`src/rtl/serdes_pkg.sv`:
```
// -----------------------------------------------------------------------------
// serdes_pkg
// Shared constants and helpers for the serdes_link loopback SerDes.
//   DEFAULT_WIDTH : default parallel word width
//   CNT_W         : RX bit-counter width for DEFAULT_WIDTH
//   cnt_width()   : RX bit-counter width for an arbitrary word width
//   frame_len()   : serial frame length in bits (WIDTH, or WIDTH+1 when the
//                   SERDES_PARITY_EN macro appends an even-parity bit)
// -----------------------------------------------------------------------------
package serdes_pkg;

   localparam int DEFAULT_WIDTH = 8;
   localparam int CNT_W         = $clog2(DEFAULT_WIDTH + 2);

   function automatic int cnt_width(input int width);
      return $clog2(width + 2);
   endfunction

   function automatic int frame_len(input int width);
`ifdef SERDES_PARITY_EN
      return width + 1;
`else
      return width;
`endif
   endfunction

endpackage

```
`src/rtl/serdes_if.sv`:
```
// -----------------------------------------------------------------------------
// serdes_if
// Parallel/serial bus of the loopback SerDes.
//   enable     : global clock-enable, low freezes all state
//   load       : frame start, captures din
//   din        : parallel word to transmit
//   ser_dout   : serial line (TX output, looped to RX inside the link)
//   dout       : last recovered word
//   dout_valid : one-cycle pulse when dout updates
//   busy       : frame in flight
//   parity_err : received parity mismatch (only with SERDES_PARITY_EN)
// Modports: master drives enable/load/din, slave (the link) drives the rest.
// -----------------------------------------------------------------------------
interface serdes_if #(
   parameter int WIDTH = serdes_pkg::DEFAULT_WIDTH
);
   logic             enable;
   logic             load;
   logic [WIDTH-1:0] din;
   logic             ser_dout;
   logic [WIDTH-1:0] dout;
   logic             dout_valid;
   logic             busy;
`ifdef SERDES_PARITY_EN
   logic             parity_err;

   modport master (
      output enable, load, din,
      input  ser_dout, dout, dout_valid, busy, parity_err
   );
   modport slave (
      input  enable, load, din,
      output ser_dout, dout, dout_valid, busy, parity_err
   );
`else
   modport master (
      output enable, load, din,
      input  ser_dout, dout, dout_valid, busy
   );
   modport slave (
      input  enable, load, din,
      output ser_dout, dout, dout_valid, busy
   );
`endif
endinterface

```
`src/rtl/serdes_rx.sv`:
```
// -----------------------------------------------------------------------------
// serdes_rx
// Deserializer: collects one frame LSB-first from serial_in and presents the
// recovered word.
//   clock, reset_n : rising-edge clock, asynchronous active-low reset
//   enable         : clock-enable; low holds every register, masks dout_valid
//   start          : frame start (the edge that loads the transmitter)
//   serial_in      : serial line, sampled on the edges after start
//   dout           : last recovered word, held between frames
//   dout_valid     : one-cycle pulse on the cycle after the final sample
//   busy           : frame being collected
//   parity_err     : parity mismatch of the last frame (SERDES_PARITY_EN)
// -----------------------------------------------------------------------------
module serdes_rx
   import serdes_pkg::*;
#(
   parameter int WIDTH = DEFAULT_WIDTH
) (
   input  logic             clock,
   input  logic             reset_n,
   input  logic             enable,
   input  logic             start,
   input  logic             serial_in,
   output logic [WIDTH-1:0] dout,
   output logic             dout_valid,
   output logic             busy
`ifdef SERDES_PARITY_EN
   ,
   output logic             parity_err
`endif
);

   localparam int            FRAME = frame_len(WIDTH);
   localparam int            CW    = cnt_width(WIDTH);
   localparam logic [CW-1:0] LAST  = CW'(FRAME - 1);

   logic [FRAME-1:0] sr;
   logic [FRAME-1:0] word;
   logic [CW-1:0]    cnt;
   logic             armed;
   logic             valid_q;
`ifdef SERDES_PARITY_EN
   logic             perr_q;
`endif

   // New bit enters at the MSB, so after FRAME samples the first bit sits at
   // bit 0 and the original bit order is restored.
   assign word = {serial_in, sr[FRAME-1:1]};

   always_ff @(posedge clock or negedge reset_n) begin
      if (!reset_n) begin
         sr      <= '0;
         cnt     <= '0;
         armed   <= 1'b0;
         valid_q <= 1'b0;
         dout    <= '0;
`ifdef SERDES_PARITY_EN
         perr_q  <= 1'b0;
`endif
      end else if (enable) begin
         valid_q <= 1'b0;
         if (armed) begin
            sr  <= word;
            cnt <= cnt + 1'b1;
            if (cnt == LAST) begin
               armed   <= 1'b0;
               valid_q <= 1'b1;
               dout    <= word[WIDTH-1:0];
`ifdef SERDES_PARITY_EN
               // Even parity over data plus parity bit must be 0.
               perr_q  <= ^word;
`endif
            end
         end
         // A start overrides collection: mid-frame it discards the partial
         // word; on the final edge the completion above still takes effect.
         if (start) begin
            sr    <= '0;
            cnt   <= '0;
            armed <= 1'b1;
         end
      end
   end

   // The pulse register holds while stalled; the output is masked instead.
   assign dout_valid = valid_q & enable;
   assign busy       = armed;
`ifdef SERDES_PARITY_EN
   assign parity_err = perr_q;
`endif

endmodule

```
`src/rtl/serdes_link.sv`:
```
// -----------------------------------------------------------------------------
// serdes_link
// Loopback SerDes: serializes a parallel word LSB-first onto ser_dout and
// recovers it through serdes_rx fed from the same line.
//   clock   : rising-edge clock
//   reset_n : asynchronous active-low reset
//   bus     : serdes_if slave (enable, load, din in; ser_dout, dout,
//             dout_valid, busy and optional parity_err out)
// Optional feature macro SERDES_PARITY_EN appends an even-parity bit to each
// frame and exposes parity_err.
// -----------------------------------------------------------------------------
module serdes_link
   import serdes_pkg::*;
#(
   parameter int WIDTH = DEFAULT_WIDTH
) (
   input  logic     clock,
   input  logic     reset_n,
   serdes_if.slave  bus
);

   localparam int FRAME = frame_len(WIDTH);

   logic [FRAME-1:0] tx_sr;
   logic [FRAME-1:0] tx_frame;

   always_comb begin
      tx_frame            = '0;
      tx_frame[WIDTH-1:0] = bus.din;
`ifdef SERDES_PARITY_EN
      tx_frame[FRAME-1]   = ^bus.din;
`endif
   end

   // Zero fill makes the line idle low once the frame has drained.
   always_ff @(posedge clock or negedge reset_n) begin
      if (!reset_n) begin
         tx_sr <= '0;
      end else if (bus.enable) begin
         if (bus.load) begin
            tx_sr <= tx_frame;
         end else begin
            tx_sr <= tx_sr >> 1;
         end
      end
   end

   assign bus.ser_dout = tx_sr[0];

   serdes_rx #(
      .WIDTH (WIDTH)
   ) u_rx (
      .clock      (clock),
      .reset_n    (reset_n),
      .enable     (bus.enable),
      .start      (bus.load),
      .serial_in  (tx_sr[0]),
      .dout       (bus.dout),
      .dout_valid (bus.dout_valid),
      .busy       (bus.busy)
`ifdef SERDES_PARITY_EN
      ,
      .parity_err (bus.parity_err)
`endif
   );

endmodule

```
`src/flat_wrapper.sv`:
```
// flat-port wrapper written by rule: the top's interface ports become plain ports
module serdes_link_flat import serdes_pkg::*;
#(
   parameter int WIDTH = DEFAULT_WIDTH
)
  (clock, reset_n, bus_enable, bus_load, bus_din, bus_ser_dout, bus_dout, bus_dout_valid, bus_busy);
  serdes_if #(.WIDTH(WIDTH)) bus_i ();
  input  logic clock;
  input  logic reset_n;
  input wire logic [$bits(bus_i.enable)-1:0] bus_enable;
  input wire logic [$bits(bus_i.load)-1:0] bus_load;
  input wire logic [$bits(bus_i.din)-1:0] bus_din;
  output wire logic [$bits(bus_i.ser_dout)-1:0] bus_ser_dout;
  output wire logic [$bits(bus_i.dout)-1:0] bus_dout;
  output wire logic [$bits(bus_i.dout_valid)-1:0] bus_dout_valid;
  output wire logic [$bits(bus_i.busy)-1:0] bus_busy;
  assign bus_i.enable = bus_enable;
  assign bus_i.load = bus_load;
  assign bus_i.din = bus_din;
  assign bus_ser_dout = bus_i.ser_dout;
  assign bus_dout = bus_i.dout;
  assign bus_dout_valid = bus_i.dout_valid;
  assign bus_busy = bus_i.busy;
  serdes_link #(.WIDTH(WIDTH)) u_core (.clock(clock), .reset_n(reset_n), .bus(bus_i));
endmodule
```
`config.mk`:
```
export PLATFORM = sky130hd
export DESIGN_NAME = serdes_link_flat
export DESIGN_NICKNAME = d
export VERILOG_FILES = /design/src/rtl/serdes_pkg.sv /design/src/rtl/serdes_if.sv /design/src/rtl/serdes_rx.sv /design/src/rtl/serdes_link.sv /design/src/flat_wrapper.sv
export SDC_FILE = /design/constraint.sdc
export NUM_CORES = 1
export LEC_CHECK = 0
export ABC_AREA = 1
export CELL_PAD_IN_SITES_DETAIL_PLACEMENT = 0
export CELL_PAD_IN_SITES_GLOBAL_PLACEMENT = 2
export CORE_ASPECT_RATIO = 0.5
export CORE_MARGIN = 5
export CORE_UTILIZATION = 32
export CTS_CLUSTER_DIAMETER = 200
export CTS_CLUSTER_SIZE = 12
export DETAILED_ROUTE_END_ITERATION = 6
export MAX_ROUTING_LAYER = met4
export PLACE_DENSITY_LB_ADDON = 0.08
export SLEW_MARGIN = 20
export SYNTH_ARGS = -nofsm -noshare
export SYNTH_HDL_FRONTEND = slang
export SYNTH_SLANG_ARGS = --single-unit
```
`constraint.sdc`:
```
create_clock -name clock -period 1.7 [get_ports clock]
set_input_delay 0.34 -clock clock [delete_from_list [all_inputs] [get_ports clock]]
set_output_delay 0.34 -clock clock [all_outputs]
set_load 0.01 [all_outputs]
```
==> results.toml <==
[logic_synthesis]
ys_warn_count = 0
synth_ff_type = "dfrtp_1"
synthCells = 136
ys_seq_area_share_pct = 59.8
avgSynthCellArea_um2 = 8.92
yosysTopAreaCell = "dfrtp_1"
synthTopCellsByArea = "dfrtp_1, nand2_1, inv_1, o22ai_1, nor2_1"
synth-seq-cells = 29
synth_top_area_share_pct = 59.8
synth_cell_types = 18
synth_async_sr_flop_share_pct = 100
synth_edf_count = 0
synth_area_um2 = 1210
muxShareOfSynthArea_pct = 0
synth_fa_ha_area_share_pct = 1.03
synth_compound_area_share_pct = 10.9
synth_top_family_by_area = "simple AND/OR/NAND/NOR gates"
synthesis.nets = 149
synth_simple_gate_area_share_pct = 21.5
synthXorXnorAreaFrac_pct = 0

[critical_path]
cp_num_buf_inv = 3
worst_ep_arrival_time_ps = 1220
cpPeakStageDelay_ps = 510
worst_path_max_delay_cell = "clkdlybuf4s50_1"
path_max_fanout = 2
critPathKind = "input port to primary output"
cp-end-kind = "primary output"
critPathTopFamily = "buffers and inverters"
cp.required_ps = 1360
worstPathCellList = "clkdlybuf4s50_1 -> nand2_1 -> inv_1 -> dlygate4sd2_1"
startpoint_type = "input port"

[floorplanning]
core_um2 = 3550
die_area_um2 = 5200
start_util_pct = 34.2
dieWidth_um = 97.1
io_pins = 23
fp.dieH_um = 53.5
rows = 15

[grt]
overflow = 0
grt_usage_pct = 12.5
grt_max_degree = 30
grt_pass1_vias = 1036
grt_pass1_wl_um = 4660
antenna_found_initial = 0

[clocking]
cts_max_level = 2
cts_buffer_depth = 2
cts_tree = "done"
cts_root_buf = "clkbuf_8"
path_clk_slew_ps = 70
clk_latency_ps = 280
cts_sinks = 29
numCtsBuffers = 5
cts_setup_buffers = 0

[hold_path]
hp-class = "input port to asynchronous set/reset pin"

[sta]
rsz0062_at_grt = "false"
skew_ps = 8.05
max_freq_mhz = 640
fin_hold_ws_ps = 434
tightest_slew_ps = 379
finalCriticalPeriod_ps = 1560
min_period_over_period_pct = 91.9
slew_headroom_pct = 74.7
setup_viol = 0
drv_slew = 0
finalHoldViolCount = 0

[routing]
vias = 975
dr.pass1.iters = 4
drc = 0
ant_nets = 0
wl_um = 2580
wl_per_cell_um = 11.6
detail_route.iter0.violations = 32
vias_per_cell = 4.39

[final_layout]
utilization_pct = 47.0
design_area_um2 = 1670
syn_to_final_growth_pct = 37.4
final_nets = 183
register_area_um2 = 726
multi_input_area_um2 = 407
mostFrequentLayoutCells = "nand2_1, dfrtp_1, clkdlybuf4s50_1"
drive_gt1_share_pct = 11.7
antenna_cells = 0
final_common_cell = "nand2_1"
nFillCells = 343

[pwr]
cellPowerDensity_nw_per_um2 = 1030
ir_drop_uv = 405
p_leak_nw = 0.788
power.total_mw = 1.72

[placement]
post_dp_cell_area_um2 = 1550
io_buffer_count = 22
dp_hpwl_um = 1780
gp_congestion = 0.765

[run]
drv_cap = 0

[status]
status = "completed"
==> metrics by stage <==
step,std cells,worst slack [ps],TNS [ps]
final,222,138,0
after global routing,222,91.9,0
after CTS,222,116,0
after detailed placement,214,-146,-1230
after global placement,214,-148,-1100
after floorplan,136,569,0
==> cells by family after synthesis <==
logic type,Yosys count
and+or+nand+nor,63
adders and majority gates,1
AOI/OAI and AO/OA,23
DFF,29
buffers and inverters,20
==> cell usage after synthesis (2+ instances only) <==
cell,count
o22ai_1,7
nand2_1,41
nand3_1,5
nand2_2,3
dfrtp_1,29
inv_1,16
nor2_1,11
a21oi_1,2
o21ai_0,8
a31oi_1,5
buf_2,2
==> metal layers <==
layer | routed length, um | vias up | track usage [%]
met1 | 1290 | 443 | 14.0
met2 | 1050 | 23 | 19.6
met5 | 0 | - | -
met4 | 64 | 0 | 6.99
li1 | - | 503 | -
met3 | 172 | 6 | 5.17
==> path summary, 6_finish.rpt <==
kind | from | to | slack, ps | cells after the start
worst min-delay path | reset_n | u_core.u_rx.dout[5] | 430 | 2
max in group asynchronous | reset_n | u_core.tx_sr[7] | 980 | 2
min in group clock | u_core.u_rx.dout[2] | u_core.u_rx.dout[2] | 470 | 2
worst max-delay path | bus_enable | bus_dout_valid | 140 | 4
worst min register to register | u_core.u_rx.dout[2] | u_core.u_rx.dout[2] | 470 | 2
worst max register to register | u_core.u_rx.cnt[0] | u_core.u_rx.valid_q | 490 | 5
==> power breakdown <==
part / internal (mW) / switching, mW / total [mW] / leakage (nW)
registers: 0.741 / 0.0302 / 0.771 / 0.377
logic: 0.0996 / 0.102 / 0.202 / 0.353
clock network: 0.477 / 0.268 / 0.745 / 0.0585
total: 1.32 / 0.400 / 1.72 / 0.788
==> sequential cells by signal, summed over array words and instances, names as in the netlist <==
| name | flops |
|---|---|
| u_core.u_rx.cnt | 4 |
| u_core.u_rx.valid_q | 1 |
| u_core.u_rx.sr | 7 |
| u_core.tx_sr | 8 |
| u_core.u_rx.dout | 8 |
| u_core.u_rx.busy | 1 |
==> cell type report <==
class                           count  area share, %
Clock inverter                      1           1.80
Sequential cell                    29           43.5
Inverter                           17           3.83
Clock buffer                        7           5.18
Multi-Input combinational cell     87           24.4
Tap cell                           51           3.83
Timing Repair Buffer               30           17.5
==> what timing repair did <==
item,CTS,global route
endpoints found under the setup margin,1,0
hold buffers,0,0
resized for setup,1,0
Note: power is estimated with default switching activity, not from simulation.
